### src/rtl/score_recorder_if.sv
// rtl/score_recorder_if.sv - submit/result bus between a game controller and score_recorder
interface score_recorder_if;
    logic       submit;
    logic       isGuest;
    logic [2:0] intIDin;
    logic [3:0] scoreOnes;
    logic [3:0] scoreTens;
    logic       busy;
    logic       done;
    logic       newBest;
    logic       newTop;
    logic       reject;
    logic       topValid;
    logic [4:0] topIntID;
    logic [3:0] topScoreOnes;
    logic [3:0] topScoreTens;

    modport master (
        output submit, isGuest, intIDin, scoreOnes, scoreTens,
        input  busy, done, newBest, newTop, reject,
        input  topValid, topIntID, topScoreOnes, topScoreTens
    );

    modport slave (
        input  submit, isGuest, intIDin, scoreOnes, scoreTens,
        output busy, done, newBest, newTop, reject,
        output topValid, topIntID, topScoreOnes, topScoreTens
    );
endinterface

### src/rtl/score_recorder.sv
// rtl/score_recorder.sv - per-user personal-best table plus overall top score and holder
// Optional clr port and table clear enabled by SCORE_CLEAR_EN.
module score_recorder #(
    parameter int NUM_USERS = 8
) (
    input  logic clk,
    input  logic rst,
`ifdef SCORE_CLEAR_EN
    input  logic clr,
`endif
    score_recorder_if.slave bus
);
    typedef enum logic [2:0] {IDLE, READ, CMP, WRITE, DONE} state_t;

    state_t     state;
    logic       guest_q;
    logic [2:0] id_q;
    logic [3:0] tens_q;
    logic [3:0] ones_q;
    logic [7:0] hold_q;
    logic       best_q;
    logic       top_q;
    logic       rej_q;
    logic [7:0] table_q [NUM_USERS];
    logic [7:0] top_score_q;
    logic [2:0] top_id_q;
    logic       top_valid_q;
    logic       busy_q;
    logic       done_q;
    logic       new_best_q;
    logic       new_top_q;
    logic       reject_q;
    logic [7:0] score;

    // Valid BCD digits concatenated order correctly as an unsigned byte.
    assign score = {tens_q, ones_q};

    always_ff @(posedge clk or posedge rst) begin
        if (rst) begin
            state       <= IDLE;
            guest_q     <= 1'b0;
            id_q        <= '0;
            tens_q      <= '0;
            ones_q      <= '0;
            hold_q      <= '0;
            best_q      <= 1'b0;
            top_q       <= 1'b0;
            rej_q       <= 1'b0;
            for (int i = 0; i < NUM_USERS; i++) table_q[i] <= '0;
            top_score_q <= '0;
            top_id_q    <= '0;
            top_valid_q <= 1'b0;
            busy_q      <= 1'b0;
            done_q      <= 1'b0;
            new_best_q  <= 1'b0;
            new_top_q   <= 1'b0;
            reject_q    <= 1'b0;
        end else begin
            case (state)
                IDLE: begin
`ifdef SCORE_CLEAR_EN
                    if (clr) begin
                        for (int i = 0; i < NUM_USERS; i++) table_q[i] <= '0;
                        top_score_q <= '0;
                        top_id_q    <= '0;
                        top_valid_q <= 1'b0;
                    end else
`endif
                    if (bus.submit) begin
                        guest_q <= bus.isGuest;
                        id_q    <= bus.intIDin;
                        tens_q  <= bus.scoreTens;
                        ones_q  <= bus.scoreOnes;
                        busy_q  <= 1'b1;
                        state   <= READ;
                    end
                end
                READ: begin
                    hold_q <= table_q[id_q];
                    state  <= CMP;
                end
                CMP: begin
                    // Strict greater-than: ties never displace the earlier holder.
                    rej_q  <= guest_q || (ones_q > 4'd9) || (tens_q > 4'd9);
                    best_q <= !(guest_q || (ones_q > 4'd9) || (tens_q > 4'd9)) && (score > hold_q);
                    top_q  <= !(guest_q || (ones_q > 4'd9) || (tens_q > 4'd9)) && (score > hold_q)
                              && (!top_valid_q || (score > top_score_q));
                    state  <= WRITE;
                end
                WRITE: begin
                    if (best_q) table_q[id_q] <= score;
                    if (top_q) begin
                        top_score_q <= score;
                        top_id_q    <= id_q;
                        top_valid_q <= 1'b1;
                    end
                    done_q     <= 1'b1;
                    new_best_q <= best_q;
                    new_top_q  <= top_q;
                    reject_q   <= rej_q;
                    state      <= DONE;
                end
                DONE: begin
                    done_q     <= 1'b0;
                    new_best_q <= 1'b0;
                    new_top_q  <= 1'b0;
                    reject_q   <= 1'b0;
                    busy_q     <= 1'b0;
                    state      <= IDLE;
                end
                default: state <= IDLE;
            endcase
        end
    end

    assign bus.busy         = busy_q;
    assign bus.done         = done_q;
    assign bus.newBest      = new_best_q;
    assign bus.newTop       = new_top_q;
    assign bus.reject       = reject_q;
    assign bus.topValid     = top_valid_q;
    assign bus.topIntID     = {2'b00, top_id_q};
    assign bus.topScoreTens = top_score_q[7:4];
    assign bus.topScoreOnes = top_score_q[3:0];
endmodule

### src/flat_wrapper.sv
// flat-port wrapper written by rule: the top's interface ports become plain ports
module score_recorder_flat 
#(
    parameter int NUM_USERS = 8
)
  (clk, rst, bus_submit, bus_isGuest, bus_intIDin, bus_scoreOnes, bus_scoreTens, bus_busy, bus_done, bus_newBest, bus_newTop, bus_reject, bus_topValid, bus_topIntID, bus_topScoreOnes, bus_topScoreTens);
  score_recorder_if bus_i ();
  input  logic clk;
  input  logic rst;
  input wire logic [$bits(bus_i.submit)-1:0] bus_submit;
  input wire logic [$bits(bus_i.isGuest)-1:0] bus_isGuest;
  input wire logic [$bits(bus_i.intIDin)-1:0] bus_intIDin;
  input wire logic [$bits(bus_i.scoreOnes)-1:0] bus_scoreOnes;
  input wire logic [$bits(bus_i.scoreTens)-1:0] bus_scoreTens;
  output wire logic [$bits(bus_i.busy)-1:0] bus_busy;
  output wire logic [$bits(bus_i.done)-1:0] bus_done;
  output wire logic [$bits(bus_i.newBest)-1:0] bus_newBest;
  output wire logic [$bits(bus_i.newTop)-1:0] bus_newTop;
  output wire logic [$bits(bus_i.reject)-1:0] bus_reject;
  output wire logic [$bits(bus_i.topValid)-1:0] bus_topValid;
  output wire logic [$bits(bus_i.topIntID)-1:0] bus_topIntID;
  output wire logic [$bits(bus_i.topScoreOnes)-1:0] bus_topScoreOnes;
  output wire logic [$bits(bus_i.topScoreTens)-1:0] bus_topScoreTens;
  assign bus_i.submit = bus_submit;
  assign bus_i.isGuest = bus_isGuest;
  assign bus_i.intIDin = bus_intIDin;
  assign bus_i.scoreOnes = bus_scoreOnes;
  assign bus_i.scoreTens = bus_scoreTens;
  assign bus_busy = bus_i.busy;
  assign bus_done = bus_i.done;
  assign bus_newBest = bus_i.newBest;
  assign bus_newTop = bus_i.newTop;
  assign bus_reject = bus_i.reject;
  assign bus_topValid = bus_i.topValid;
  assign bus_topIntID = bus_i.topIntID;
  assign bus_topScoreOnes = bus_i.topScoreOnes;
  assign bus_topScoreTens = bus_i.topScoreTens;
  score_recorder #(.NUM_USERS(NUM_USERS)) u_core (.clk(clk), .rst(rst), .bus(bus_i));
endmodule
### config.mk
export PLATFORM = sky130hd
export DESIGN_NAME = score_recorder_flat
export DESIGN_NICKNAME = d
export VERILOG_FILES = /design/src/rtl/score_recorder_if.sv /design/src/rtl/score_recorder.sv /design/src/flat_wrapper.sv
export SDC_FILE = /design/constraint.sdc
export NUM_CORES = 1
export LEC_CHECK = 0
export CELL_PAD_IN_SITES_DETAIL_PLACEMENT = 0
export CELL_PAD_IN_SITES_GLOBAL_PLACEMENT = 1
export CORE_ASPECT_RATIO = 0.5
export CORE_UTILIZATION = 30
export CTS_CLUSTER_DIAMETER = 80
export DETAILED_ROUTE_END_ITERATION = 12
export HOLD_SLACK_MARGIN = 0.05
export PLACE_DENSITY = 0.49
export SYNTH_ARGS = -nofsm -noshare
export SYNTH_HDL_FRONTEND = slang
export SYNTH_SLANG_ARGS = --single-unit
### constraint.sdc
create_clock -name clk -period 11.5 [get_ports clk]
set_clock_uncertainty 0.15 [all_clocks]
set_input_delay 2.3 -clock clk [delete_from_list [all_inputs] [get_ports clk]]
set_output_delay 2.3 -clock clk [all_outputs]
set_load 0.03 [all_outputs]
==> impl_metrics.env <==
export IMPL_drive_gt1_share_pct=30.8
export IMPL_overflow=0
export IMPL_vias=3084
export IMPL_hpwlAfterDp_um=7810
export IMPL_synthTopCellsByArea="dfrtp_1, mux2_2, mux4_2"
export IMPL_rrSetupSlack_ps=8760
export IMPL_core_region_area_um2=16400
export IMPL_ys_ff_latch=107
export IMPL_initial_core_util_pct=30.8
export IMPL_dp_slack_ps=7280
export IMPL_cts_setup_buffers=0
export IMPL_hold_path_class="flip-flop to flip-flop"
export IMPL_p_leak_nw=2.72
export IMPL_fmax_mhz=259
export IMPL_drtIter0Drc=148
export IMPL_fill_cells=1618
export IMPL_yosys_area_top_type="dfrtp_1"
export IMPL_crit_chain="clkdlybuf4s50_1"
export IMPL_place_congestion=0.729
export IMPL_hold_slack_ps=340
export IMPL_worst_path_largest_cell_delay_ps=690
export IMPL_remaining_drc_errors=0
export IMPL_synthCells=386
export IMPL_r2r_start="u_core.state[1]"
export IMPL_area_delta_synth_final_pct=16.3
export IMPL_die_x_um=186
export IMPL_utilization_pct=35.8
export IMPL_rr_endpoint="u_core.table_q[8]"
export IMPL_setup_violations=0
export IMPL_tns_ps=0
export IMPL_grt_max_degree=62
export IMPL_p_sw_mw=0.576
export IMPL_combPwrFrac_pct=36.0
export IMPL_holdCritStartpoint="u_core.table_q[48]"
export IMPL_cts_sinks=107
export IMPL_rsz0062_at_grt="false"
export IMPL_maxSlewViolCount=0
export IMPL_crit_slowest_cell="clkdlybuf4s50_1"
export IMPL_max_slew_margin_pct=22.2
export IMPL_nNetsFinal=438
export IMPL_track_usage_pct=14.3
export IMPL_wl_um=11500
export IMPL_postCtsHoldBufs=0
export IMPL_grt_pass1_vias=3327
export IMPL_synth_seq_area_share_pct=52.9
export IMPL_syn_area_um2=5060
export IMPL_switching_share_pct=37.5
export IMPL_worst_slack_ps=7640
export IMPL_pwr_share_clk_pct=20.8
export IMPL_r2r_cells=4
export IMPL_clock_path_buffers=2
export IMPL_clk_pin_slew_ps=70
export IMPL_num_io_pins=34
export IMPL_clk_insertion_delay_late_ps=350
export IMPL_crit_cells=1
export IMPL_period_minus_slack_ps=3860
export IMPL_crit_family="buffers and inverters"
export IMPL_routed_via_density=4.83
export IMPL_cts_buffers=9
export IMPL_criticalPathCategory="flip-flop to output pin"
export IMPL_grt_pass1_wl_um=18500
export IMPL_diodes=0
export IMPL_pwr_density_cell_nw_per_um2=261
export IMPL_crit_buf_inv=1
export IMPL_synth_warnings=0
export IMPL_cp_data_arrival_time_ps=1410
export IMPL_status="complete, no violations"
export IMPL_power_frac_seq_pct=43.2
export IMPL_worstMarginPinSlew_ps=1160
export IMPL_fin_crit_sh_pct=33.6
export IMPL_num_rows=33
export IMPL_ir_worst_vdd_uv=74.1
export IMPL_synth_cell_type_count=40
export IMPL_hold_path_cell_count=2
export IMPL_internal_power_mw=0.960
export IMPL_avgSynthCellArea_um2=13.1
export IMPL_required_ps=9050
export IMPL_min_to="u_core.table_q[48]"
export IMPL_root_buffer="clkbuf_16"
export IMPL_portBuffers=31
export IMPL_netlist_area_leader_share_pct=52.9
export IMPL_cts_tree="yes"
export IMPL_hold_violations=0
export IMPL_cp_start_kind="flip-flop"
export IMPL_cp_end_kind="output pin"
export IMPL_h_tree_depth=3
export IMPL_die_y_um=93.9
export IMPL_grt_antenna_before_repair=0
export IMPL_dieArea_um2=17400
export IMPL_firstDrtPassIters=4
export IMPL_drv_cap=0
export IMPL_ctsResizeCount=0
export IMPL_path_max_fanout=3
export IMPL_drtAntennaViolNets=0
export IMPL_detail_route_wl_per_cell_um=18.0
cells in the mapped netlist (all sizes together):
| cell | n |
|---|---|
| o21ai | 20 |
| nor2b | 2 |
| and3 | 1 |
| mux4 | 12 |
| or2 | 2 |
| nand2 | 16 |
| dfrtp | 107 |
| buf | 13 |
| and3b | 2 |
| clkbuf | 13 |
| nor3 | 4 |
| nor2 | 12 |
| nand4 | 3 |
| conb | 1 |
| and2 | 1 |
| o211ai | 3 |
| nor4b | 1 |
| nand4b | 1 |
| nand3 | 4 |
| a211oi | 3 |
| o21a | 4 |
| ha | 16 |
| nand2b | 2 |
| nand3b | 5 |
| nor3b | 4 |
| a22o | 2 |
| a21oi | 24 |
| inv | 16 |
| mux2i | 10 |
| a31oi | 1 |
| mux2 | 81 |
metrics by stage:
stage / total power, mW / instance area, um^2 / instances
6_report: 1.54 / 5890 / 639
5_1_grt: 1.64 / 5890 / 639
4_1_cts: 1.55 / 5890 / 639
3_5_place_dp: 1.23 / 5580 / 623
3_3_place_gp: 1.20 / 5580 / 623
2_1_floorplan: 1.04 / 5070 / 387
flip-flops by register name (all words and copies together), names as in the netlist, 3 cells and up:
signal	count
u_core.state	3
u_core.table_q	64
u_core.tens_q	4
u_core.top_id_q	3
u_core.id_q	3
u_core.hold_q	8
u_core.top_score_q	8
u_core.ones_q	4
area by class of cell:
cell class	count	area [um^2]	area share, %
Clock buffer	10	239	4.06
Clock inverter	6	72.6	1.23
Inverter	16	62.6	1.06
Multi-Input combinational cell	238	2210	37.6
Sequential cell	107	2680	45.5
Tap cell	227	284	4.82
Timing Repair Buffer	35	340	5.78
routing by layer:
| metal | GRT usage (%) | vias up | wire [um] |
|---|---|---|---|
| met5 | 0 | - | 0 |
| met4 | 3.48 | 0 | 100 |
| met3 | 3.02 | 11 | 265 |
| met2 | 22.2 | 32 | 5260 |
| met1 | 20.4 | 1621 | 5870 |
| li1 | - | 1420 | - |
power groups by stage:
stage                     sequential [mW]  clock (mW)  combinational [mW]
after floorplan                     0.621           0               0.418
after global placement              0.658           0               0.545
after detailed placement            0.671           0               0.558
after CTS                           0.663       0.329               0.563
after global routing                0.685       0.346               0.613
final                               0.663       0.320               0.553
cells by family (layout without fill, tap and decap cells):
group | Yosys count | after routing | share of synthesized area [%]
buf+inv | 42 | 67 | 3.48
flops | 107 | 107 | 52.9
mux | 103 | 103 | 25.3
other cells | 1 | 2 | 0.0740
simple gates | 60 | 60 | 8.00
compound gates | 57 | 57 | 6.30
fa+ha+maj | 16 | 16 | 3.95
worst max path at each step:
stage | start | endpoint | slack, ps
finish | u_core.bus.topValid | bus_topValid | 7640
global placement | rst | u_core.table_q[22] | 7330
detailed placement | rst | u_core.table_q[38] | 7280
CTS | u_core.top_score_q[6] | bus_topScoreTens[2] | 7620
floorplan | rst | u_core.best_q | 6230
global route | rst | u_core.table_q[21] | 7470
layout by cell type, fill, tap and decap left out, types with 3 or more instances in the layout:
cell type	count
dfrtp_1	107
clkbuf_16	9
nand2_1	14
mux2_2	81
nand4_1	3
mux2i_1	10
buf_4	4
clkdlybuf4s50_1	31
o21ai_0	20
nand3_1	4
nor2_1	12
a21oi_1	24
mux4_2	12
a211oi_1	3
o21a_1	4
ha_1	16
nand3b_4	3
o211ai_1	3
inv_1	15
clkinv_4	3
nor3_1	3
Power figures use the tool's default switching activity.
